## src/rtl/alu_pkg.sv

```systemverilog
// rtl/alu_pkg.sv - opcode encoding and status flag layout shared by the ALU files
package alu_pkg;

   typedef enum logic [2:0] {
      OP_ADD = 3'b000,
      OP_SUB = 3'b001,
      OP_AND = 3'b010,
      OP_OR  = 3'b011,
      OP_XOR = 3'b100,
      OP_NOT = 3'b101,
      OP_SHL = 3'b110,
      OP_SHR = 3'b111
   } alu_op_e;

   // Packed order, MSB first: sign, zero, carry, parity, overflow
   typedef struct packed {
      logic sign;
      logic zero;
      logic carry;
      logic parity;
      logic overflow;
   } alu_flags_t;

   localparam alu_flags_t FLAGS_CLEAR = '{default: 1'b0};

endpackage

```

## src/rtl/alu_8bit_core.sv

```systemverilog
// rtl/alu_8bit_core.sv - combinational ALU datapath: operands and opcode to result and flags
module alu_8bit_core
   import alu_pkg::*;
#(
   parameter int WIDTH = 8
) (
   input  logic [WIDTH-1:0] a,
   input  logic [WIDTH-1:0] b,
   input  alu_op_e          opcode,
   output logic [WIDTH-1:0] result,
   output alu_flags_t       flags
);

   logic [WIDTH:0] sum;
   logic [WIDTH:0] diff;
   logic           carry;
   logic           overflow;

   // Extra top bit of diff is the borrow, set exactly when a < b unsigned
   assign sum  = {1'b0, a} + {1'b0, b};
   assign diff = {1'b0, a} - {1'b0, b};

   always_comb begin
      result   = '0;
      carry    = 1'b0;
      overflow = 1'b0;
      unique case (opcode)
         OP_ADD: begin
            result   = sum[WIDTH-1:0];
            carry    = sum[WIDTH];
            overflow = (a[WIDTH-1] == b[WIDTH-1]) && (sum[WIDTH-1] != a[WIDTH-1]);
         end
         OP_SUB: begin
            result   = diff[WIDTH-1:0];
            carry    = diff[WIDTH];
            overflow = (a[WIDTH-1] != b[WIDTH-1]) && (diff[WIDTH-1] != a[WIDTH-1]);
         end
         OP_AND: result = a & b;
         OP_OR:  result = a | b;
         OP_XOR: result = a ^ b;
         OP_NOT: result = ~a;
         OP_SHL: begin
            result = {a[WIDTH-2:0], 1'b0};
            carry  = a[WIDTH-1];
         end
         OP_SHR: begin
            result = {1'b0, a[WIDTH-1:1]};
            carry  = a[0];
         end
         default: begin
            result   = '0;
            carry    = 1'b0;
            overflow = 1'b0;
         end
      endcase
   end

   always_comb begin
      flags          = FLAGS_CLEAR;
      flags.sign     = result[WIDTH-1];
      flags.zero     = (result == '0);
      flags.carry    = carry;
      flags.parity   = ~^result;
      flags.overflow = overflow;
   end

endmodule

```

## src/rtl/alu_8bit.sv

```systemverilog
// rtl/alu_8bit.sv - registered single-cycle ALU: core datapath plus output and valid registers
module alu_8bit
   import alu_pkg::*;
#(
   parameter int WIDTH = 8
) (
   input  logic             clk,
   input  logic             rst,
   input  logic             in_valid,
   input  logic [WIDTH-1:0] a,
   input  logic [WIDTH-1:0] b,
   input  logic [2:0]       opcode,
   output logic             out_valid,
   output logic [WIDTH-1:0] out,
   output logic             sign,
   output logic             zero,
   output logic             carry,
   output logic             parity,
   output logic             overflow
);

   logic [WIDTH-1:0] core_result;
   alu_flags_t       core_flags;
   alu_flags_t       flags_q;

   alu_8bit_core #(
      .WIDTH (WIDTH)
   ) u_core (
      .a      (a),
      .b      (b),
      .opcode (alu_op_e'(opcode)),
      .result (core_result),
      .flags  (core_flags)
   );

   // Result and flags only load on accepted operations, otherwise they hold
   always_ff @(posedge clk or posedge rst) begin
      if (rst) begin
         out_valid <= 1'b0;
         out       <= '0;
         flags_q   <= FLAGS_CLEAR;
      end else begin
         out_valid <= in_valid;
         if (in_valid) begin
            out     <= core_result;
            flags_q <= core_flags;
         end
      end
   end

   assign sign     = flags_q.sign;
   assign zero     = flags_q.zero;
   assign carry    = flags_q.carry;
   assign parity   = flags_q.parity;
   assign overflow = flags_q.overflow;

endmodule

```

## config.mk

```make
export PLATFORM = sky130hd
export DESIGN_NAME = alu_8bit
export DESIGN_NICKNAME = d
export VERILOG_FILES = /design/src/rtl/alu_pkg.sv /design/src/rtl/alu_8bit_core.sv /design/src/rtl/alu_8bit.sv
export SDC_FILE = /design/constraint.sdc
export NUM_CORES = 1
export LEC_CHECK = 0
export BUFFER_PORTS_ARGS = -buffer_cell sky130_fd_sc_hd__buf_4
export CAP_MARGIN = 15
export CORE_UTILIZATION = 51
export DETAILED_ROUTE_END_ITERATION = 12
export PLACE_DENSITY = 0.79
export SKIP_LAST_GASP = 1
export SLEW_MARGIN = 25
export SYNTH_ARGS = -nofsm -noshare
export SYNTH_HDL_FRONTEND = slang
export SYNTH_SLANG_ARGS = --single-unit
```

## constraint.sdc

```tcl
create_clock -name clk -period 0.9 [get_ports clk]
set_input_delay 0.045 -clock clk [delete_from_list [all_inputs] [get_ports clk]]
set_output_delay 0.045 -clock clk [all_outputs]
set_load 0.02 [all_outputs]
```

* Word level (Yosys, flattened, before mapping)
Cells that the tools add are included.
Widths: inputs -> output; s select.
** Operators by class
- Bitwise operators :: 4
- Add/subtract/negate cells :: 2
- Eq/ne operators :: 11
- Reduce and logical (&&, ||, !) cells :: 5
- Mux-type cells :: 3
** Operators by type and width (count)
- $pmux 8 s8 :: 1
- $eq 3x3->1 const B :: 4
- $add 8x8->9 :: 1
- $sub 8x8->9 :: 1
- $and 8x8->8 :: 1
- $logic_not 8->1 :: 1
- $not 8->8 :: 1
- $or 8x8->8 :: 1
- $reduce_xnor 8->1 :: 1
- $xor 8x8->8 :: 1
- $eq 3x2->1 const B :: 2
- $pmux 1 s4 :: 1
- $eq 3x1->1 const B :: 1
- $logic_not 3->1 :: 1
- $ne 1x1->1 :: 3
- $logic_and 1x1->1 :: 2
- $pmux 1 s2 :: 1
- $eq 1x1->1 :: 1
** Word-level totals
- Input port bits :: 22
- Flip-flop bits (word level) :: 14

* Longest topological paths before layout
Gate-level depths: netlist (run 1).
- Depth in word-level cells :: 4
- Mapped depth :: 13
- Depth with buffers taken out :: 12

* By module
Synthesis (run 1) repeated with hierarchy kept, for this count alone.
** Second synthesis, totals
- Cells, all modules :: 274
- Area, all modules :: 2260.9 µm²
** By module, submodules not included
- alu_8bit_core :: times used 1, area an instance 1711.6 µm², sequential area each 0.0 µm², cells each 245
- alu_8bit :: times used 1, area an instance 549.3 µm², sequential area each 350.3 µm², cells each 29

* Least setup slack after synthesis (run 1)
Ideal clock, no wire load.
- Path kind :: input to register
- Start point :: input a[0]
- End point :: register flags_q, in the netlist parity
- Slack :: -1.541 ns
- Required time :: 0.775 ns
- Cell stages on the path :: 12
- Arrival time :: 2.316 ns
- Cells stage by stage :: inv_1 -> ha_1 -> fa_1 -> o21bai_1 -> a211oi_1 -> o21ba_2 -> a211o_1 -> a21oi_2 -> ha_1 -> xnor2_1 -> xnor2_1 -> mux2_2
** Between the ends
- Cells in the longest elaborated chain, start to end :: 3
- Elaborated cells between the ends (all ways) :: 8
- Classes of those cells :: add/sub (2); mux (1); bitwise (4); reduce/logical (1)
** Ends and longest elaborated chain
- start: declaration :: line alu_8bit.sv:10 : input logic [WIDTH-1:0] a,
- $sub 8x8->9 (tied with other cells) :: line alu_8bit_core.sv:21 : assign diff = {1'b0, a} - {1'b0, b};
- $pmux 8 s8 * :: line alu_8bit_core.sv:27 : unique case (opcode)
- $reduce_xnor 8->1 * :: line alu_8bit_core.sv:63 : flags.parity = ~^result;
- end signal: assignment :: line alu_8bit.sv:46 : flags_q <= core_flags;
- end: declaration :: line alu_8bit.sv:24 : alu_flags_t flags_q;
Mark *: on every way between the ends. The rest lies on a longest branch, timed or not.
A chain may end at the register's enable or synchronous reset.

* Final worst setup path (run 1)
- Start point :: input a[1]
- End point :: register flags_q, in the netlist parity
The elaborated chain is that of the path after synthesis.

==> results.json, run 1 <==
{
  "vdd.ir_drop.worst_uv": 1163,
  "required_ns": 1.02,
  "synth_xor_area_frac": 0.04487,
  "grt_overflow": 0,
  "power.leakage_nw": 1.598,
  "portBuffers": 35,
  "finalSetupViolations": 12,
  "insertion_delay_ns": 0.24,
  "die-area_mm2": 0.004079,
  "path_class": "input pin to register",
  "seq_area_frac_synth": 0.1667,
  "cts.root.buffer_cell": "clkbuf_8",
  "slowest_stage": "o311ai_1",
  "synthArstFlopShare": 1.000,
  "die_h_um": 63.87,
  "antenna_found_initial": 0,
  "cts_tree": "done",
  "synth_edf_count": 0,
  "via_per_inst": 6.458,
  "maxCapViolCount": 0,
  "first_pass_iters": 5,
  "crit_buf_inv": 2,
  "path_cells": "buf_8 > clkinvlp_4 > ha_4 > nor2_2 > o311a_4 > o311ai_1 > o211ai_1 > a21oi_2 > ha_1 > xnor2_1 > xnor2_1 > mux2_4",
  "crit_top_cell": "xnor2_1",
  "wl_met1_um": 3118,
  "clock_path_buffers": 2,
  "drt.antenna.violating_nets": 0,
  "synth-simple-area-share": 0.1538,
  "start_kind": "input pin",
  "met2WireLength_um": 4146,
  "fin_skew_ns": 0,
  "diodes": 0,
  "period_share": 2.728,
  "io_pins": 36,
  "rsz0062_at_grt": "true",
  "yosys-top-cells-count": "ha_1, inv_1, a21oi_1, nor2_1, nand2_1",
  "period_needed_ns": 2.455,
  "rows": 22,
  "synth.top_cell.area_share": 0.1795,
  "synthAdderAreaFrac": 0.2000,
  "synth_mux_area_frac": 0.05833,
  "synth_top_family_by_area": "compound AO/OA/AOI/OAI gates",
  "synth_area_mm2": 0.001952,
  "final-max-slew-violation-count": 0,
  "synth-compound-area-share": 0.2795,
  "drive_gt1_frac": 0.5177,
  "critPathMaxStageDelay_ns": 0.38,
  "routed_wirelength_um": 8946,
  "synth.avg_cell_area_um2": 7.776,
  "status": "finished with violations",
  "tightestPinTransition_ns": 0.5767,
  "cts-buffers-inserted": 3,
  "ys.flop_type": "dfrtp_1",
  "finalHoldViolations": 0,
  "grt_max_degree": 17,
  "via_count": 2680,
  "finalPower_mw": 3.757,
  "core_mm2": 0.003661,
  "p_per_area_mw_per_mm2": 1133,
  "fin_hold_ws_ns": 0.1323,
  "clock-sinks": 13,
  "min_path_type": "input pin to register",
  "synthTopCellsByArea": "ha_1, dfrtp_1, a21oi_1",
  "synth-seq-cells": 13,
  "netlist_instances": 251,
  "initial_utilization": 0.5332,
  "ys_types": 58,
  "grt_pass1_vias": 2572,
  "fmaxAchievable_ghz": 0.4073,
  "grt_pass1_wl_um": 12200,
  "drc_errors": 0,
  "htree_num_levels": 1,
  "cp_top_family": "compound AO/OA/AOI/OAI gates",
  "failed_checks": "negative setup slack",
  "yosysWarnings": 0,
  "slew_headroom": 0.6151,
  "die_w_um": 63.87,
  "area_growth_pct": 69.94,
  "nNetsFinal": 420,
  "path_clk_slew_ns": 0.05,
  "wl_met3_um": 937,
  "first_iter_violations": 323,
  "critPathCaptureType": "register",
  "synth_nets": 303,
  "worstPathArrival_ns": 2.58,
  "synth_area_leader_cell": "ha_1",
  "dpl.hpwl_um": 4665,
  "track_usage": 0.3872,
  "highest_layer": "met4",
  "gp_congestion": 0.9781,
  "setup_slack_ns": -1.555,
  "wl_per_cell_um": 21.56,
  "critical_path.max_fanout": 5,
  "dp_slack_ns": -1.755
}
state kept, by name, summed over array words and instances (netlist names):
signal,cells
out_valid,1
out,8
parity,1
zero,1
carry,1
overflow,1
cells in the final DEF (no fill, tap or decap), types with 4 or more instances in the layout:
cell | netlist | routed
nand2b_1 | 6 | 5
o22ai_1 | 12 | 9
inv_2 | 1 | 4
o21ai_0 | 10 | 8
mux2i_1 | 8 | 7
xnor2_1 | 9 | 7
a21oi_2 | 1 | 10
buf_4 | 1 | 122
nor2_1 | 22 | 20
ha_4 | 0 | 7
ha_1 | 28 | 19
dfrtp_1 | 13 | 13
inv_1 | 28 | 21
nand2_1 | 17 | 16
a21oi_1 | 23 | 11
logic make-up (layout without fill, tap and decap cells):
group | Yosys count | after routing
muxes | 10 | 10
xor gates and xnor gates | 10 | 10
AOI/OAI and AO/OA | 81 | 81
buffers and inverters | 45 | 161
adders and majority gates | 30 | 30
and+or+nand+nor | 62 | 62
DFF | 13 | 13
through the flow:
| step | setup TNS [ns] | utilization | cell area (um2) | instances |
|---|---|---|---|---|
| floorplan | -8.134 | - | 2083 | 251 |
| global placement | -12.02 | 0.7857 | 2877 | 396 |
| detailed placement | -12.40 | 0.7857 | 2877 | 396 |
| CTS | -8.432 | 0.8684 | 3179 | 411 |
| global route | -11.39 | 0.9060 | 3317 | 415 |
| finish | -10.34 | 0.9060 | 3317 | 415 |
what timing repair did:
| action | CTS | global route |
|---|---|---|
| endpoints found under the setup margin | 12 | 12 |
| endpoints found under the hold margin | 13 | 0 |
| buffers inserted | 14 | 7 |
| gates resized for setup | 35 | 20 |
| hold buffers | 1 | 0 |
| pin swaps | 32 | 13 |
worst reg2reg max path: cells and delay by family (launching register included):
kind	cells	cell delay (ns)
AND/OR/NAND/NOR	1	0.16
flip-flops	1	0.38
AO/OA/AOI/OAI	1	0.34
report_power, final:
group          switching (mW)  leakage [nW]  total (mW)  internal (mW)
sequential             0.0755         0.154       0.754          0.679
combinational            1.23          1.42        2.47           1.23
clock                   0.221        0.0228       0.534          0.313
layout make-up:
class | instances | area (um2)
Multi-Input combinational cell | 193 | 1760
Inverter | 29 | 132.6
Clock buffer | 4 | 45.04
Timing Repair Buffer | 128 | 993.5
Sequential cell | 13 | 325.3
Tap cell | 48 | 60.06
Fill cell | 144 | 344.1
metal layers:
| layer | track usage | up-vias |
|---|---|---|
| met2 | 0.6463 | 263 |
| met4 | 0.2301 | 0 |
| li1 | - | 1124 |
| met1 | 0.4448 | 1214 |
| met3 | 0.09464 | 79 |
| met5 | 0 | - |
worst paths after layout:
path                       startpoint  slack (ns)  depth (start not counted)  endpoint
hold / removal               in_valid        0.13                          2    out[7]
setup / recovery                 a[1]       -1.56                         12    parity
setup reg to reg             overflow       -0.11                          2  overflow
hold reg to reg                 carry        0.50                          1     carry
max in group asynchronous         rst        0.07                          3    out[6]
min in group asynchronous         rst        0.44                          3    out[1]
Note: power is estimated with default switching activity, not from simulation.
==> run 2, diff against run 1 <==
==> constraint.sdc (replaced) <==
create_clock -name clk -period 0.9 [get_ports clk]
set_input_delay 0.27 -clock clk [delete_from_list [all_inputs] [get_ports clk]]
set_output_delay 0.27 -clock clk [all_outputs]
set_load 0.02 [all_outputs]
==> results.json, run 2 <==
{
  "synth.top_cell.area_share": 0.1795,
  "lastStage": "global routing (5_1_grt)",
  "clock-sinks": 13,
  "gp_congestion": 1.003,
  "cts.root.buffer_cell": "clkbuf_8",
  "yosys-top-cells-count": "ha_1, inv_1, a21oi_1, nor2_1, nand2_1",
  "grt_overflow": 46,
  "ctsHoldBuffers": 0,
  "die_w_um": 63.87,
  "io_pins": 36,
  "synth_nets": 303,
  "synth_area_mm2": 0.001952,
  "yosysWarnings": 0,
  "ys_types": 58,
  "first-error": "[ERROR GRT-0232] Routing congestion too high. Check the congestion heatmap in the GUI.",
  "dpl.hpwl_um": 4790,
  "initial_utilization": 0.5332,
  "netlist_instances": 251,
  "track_usage": 0.7297,
  "cts-buffers-inserted": 3,
  "portBuffers": 35,
  "synth.avg_cell_area_um2": 7.776,
  "rows": 22,
  "seq_area_frac_synth": 0.1667,
  "ys.flop_type": "dfrtp_1",
  "htree_num_levels": 1,
  "worstEpCategory": "register data pin",
  "synthArstFlopShare": 1.000,
  "clock_path_buffers": 2,
  "synth-seq-cells": 13,
  "grt_max_degree": 20,
  "post-place-cells": 403,
  "die_h_um": 63.87,
  "worst_endpoint": "parity$_DFFE_PP0P_/D",
  "synthTopCellsByArea": "ha_1, dfrtp_1, a21oi_1",
  "synth_area_leader_cell": "ha_1",
  "status": "stopped before the end",
  "synth_edf_count": 0
}
==> run 2: per-stage QoR <==
stage / hold slack [ns] / instance area (um2) / setup slack [ns] / utilization / setup TNS (ns)
global placement: 0.2714 / 2954 / -1.951 / 0.8069 / -14.78
floorplan: 0.1470 / 2083 / -1.684 / - / -10.83
detailed placement: 0.2961 / 2954 / -2.036 / 0.8069 / -15.26
CTS: 0.04582 / 3203 / -1.651 / 0.8749 / -13.55
==> run 2: repair_timing <==
| action | CTS |
|---|---|
| setup buffers | 13 |
| pin swaps | 29 |
| endpoints found under the setup margin | 26 |
| gates resized for setup | 28 |
==> run 2: per-layer routing <==
metal	overflow	GRT usage
met1	0	0.7129
met2	24	0.9495
met3	0	0.5125
met4	22	0.7983
met5	0	0
==> run 2: cells by family after synthesis <==
group	Yosys count	share of synthesized area
mux	10	0.05833
compound gates	81	0.2795
flops	13	0.1667
fa+ha+maj	30	0.2000
buf+inv	45	0.09679
xor+xnor	10	0.04487
simple gates	62	0.1538
==> run 3, diff against run 2 <==
- CORE_UTILIZATION: 51 -> 38
- PLACE_DENSITY: 0.79 -> unset
- PLACE_DENSITY_LB_ADDON: unset -> 0.15
- clock period: 0.9 -> 1.2 ns (I/O delays scaled with it)
==> results.json, run 3 (same netlist as run 1, synthesis figures left out) <==
{
  "status": "finished with violations",
  "failed_checks": "negative setup slack",
  "io_pins": 36,
  "cts_tree": "done",
  "critical_path.max_fanout": 5,
  "required_ns": 1.33,
  "p_per_area_mw_per_mm2": 789.3,
  "first_pass_iters": 4,
  "clock_path_buffers": 2,
  "tightestPinTransition_ns": 0.5197,
  "htree_num_levels": 1,
  "vdd.ir_drop.worst_uv": 477.0,
  "gp_congestion": 1.023,
  "finalInstanceArea_mm2": 0.003408,
  "drive_gt1_frac": 0.5190,
  "drt.antenna.violating_nets": 0,
  "place_area_mm2": 0.002970,
  "via_per_inst": 5.248,
  "clock-sinks": 13,
  "critPathCaptureType": "register",
  "drc_errors": 0,
  "start_kind": "input pin",
  "path_class": "input pin to register",
  "period_share": 2.179,
  "fin_hold_ws_ns": 0.1506,
  "diodes": 0,
  "setup_slack_ns": -1.415,
  "die_w_um": 73.67,
  "rows": 25,
  "final_cell_mix": "buf_4, inv_1, ha_1",
  "initial_utilization": 0.4052,
  "path_clk_slew_ns": 0.06,
  "core_mm2": 0.004817,
  "final-max-slew-violation-count": 0,
  "final_common_cell": "buf_4",
  "die_h_um": 73.67,
  "via_count": 2283,
  "cts-buffers-inserted": 3,
  "wl_per_cell_um": 15.16,
  "top_register": "out",
  "grt_max_degree": 17,
  "grt_pass1_vias": 2222,
  "tns_ns": -8.876,
  "dpl.hpwl_um": 4992,
  "die-area_mm2": 0.005427,
  "rsz0062_at_grt": "true",
  "ctsHoldBuffers": 0,
  "track_usage": 0.2505,
  "final_core_util": 0.7075,
  "fmaxAchievable_ghz": 0.3824,
  "area_growth_pct": 74.62,
  "min_path_type": "input pin to asynchronous set/reset pin",
  "fin_skew_ns": 0,
  "power.leakage_nw": 1.625,
  "insertion_delay_ns": 0.24,
  "worstPathArrival_ns": 2.74,
  "portBuffers": 35,
  "first_iter_violations": 106,
  "routed_wirelength_um": 6594,
  "nNetsFinal": 421,
  "finalSetupViolations": 12,
  "largest_register_ffs": 8,
  "grt_overflow": 0,
  "antenna_found_initial": 0,
  "cts.root.buffer_cell": "clkbuf_8",
  "finalHoldViolations": 0,
  "grt_pass1_wl_um": 10360,
  "maxCapViolCount": 0,
  "period_needed_ns": 2.615,
  "slew_headroom": 0.6531
}
## run 3: layer usage
layer | wire [um] | vias to the layer above | track usage | share of wire
met1 | 2771 | 1063 | 0.3123 | 0.42
met3 | 309 | 18 | 0.03978 | 0.047
li1 | - | 1125 | - | -
met4 | 234 | 0 | 0.1004 | 0.035
met5 | 0 | - | 0 | 0
met2 | 3279 | 77 | 0.4292 | 0.50
## run 3: metrics by stage
stage	instances	setup slack (ns)	total power, mW
6_report	435	-1.415	2.690
5_1_grt	435	-1.512	2.850
4_1_cts	435	-1.381	2.591
3_5_place_dp	421	-1.815	2.006
3_3_place_gp	421	-1.741	1.977
2_1_floorplan	251	-1.474	1.387
## run 3: cell type report
type | count | area (um2)
fill | 380 | 1409
clock buffer | 4 | 45.04
tap | 67 | 83.83
multi-input combinational | 193 | 1754
inverter | 29 | 132.6
sequential | 13 | 325.3
timing repair buffer | 129 | 1067
## run 3: path summary, 6_finish.rpt
check	startpoint	end	slack, ns	cells past startpoint
hold / removal	rst	out[6]	0.15	2
min in group clk	in_valid	out_valid	0.33	1
hold reg to reg	carry	carry	0.49	1
setup / recovery	a[3]	parity	-1.41	13
max in group asynchronous	rst	out[3]	0.70	2
setup reg to reg	overflow	overflow	0.28	2
## run 3: repair_timing
| action | 4_1_cts | 5_1_grt |
|---|---|---|
| gates resized for setup | 44 | 25 |
| setup endpoints to repair | 12 | 12 |
| setup buffers | 20 | 3 |
| endpoints found under the hold margin | 0 | 0 |
| pin swaps | 39 | 32 |
## run 3: report_power, final
| group | switching (mW) | total [mW] | leakage (nW) | internal [mW] |
|---|---|---|---|---|
| clock | 0.159 | 0.394 | 0.0228 | 0.235 |
| combinational | 0.808 | 1.74 | 1.45 | 0.936 |
| sequential | 0.0432 | 0.552 | 0.154 | 0.509 |
| total | 1.01 | 2.69 | 1.62 | 1.68 |
## run 3: critical path, cell delays in order
cell,delay (ns)
buf_4,0.10
inv_2,0.04
ha_1,0.35
a21o_1,0.20
a21oi_2,0.20
a311oi_2,0.12
nor2_2,0.19
mux2i_2,0.26
and3_4,0.22
ha_4,0.21
xnor2_2,0.13
xnor2_1,0.12
mux2_4,0.25
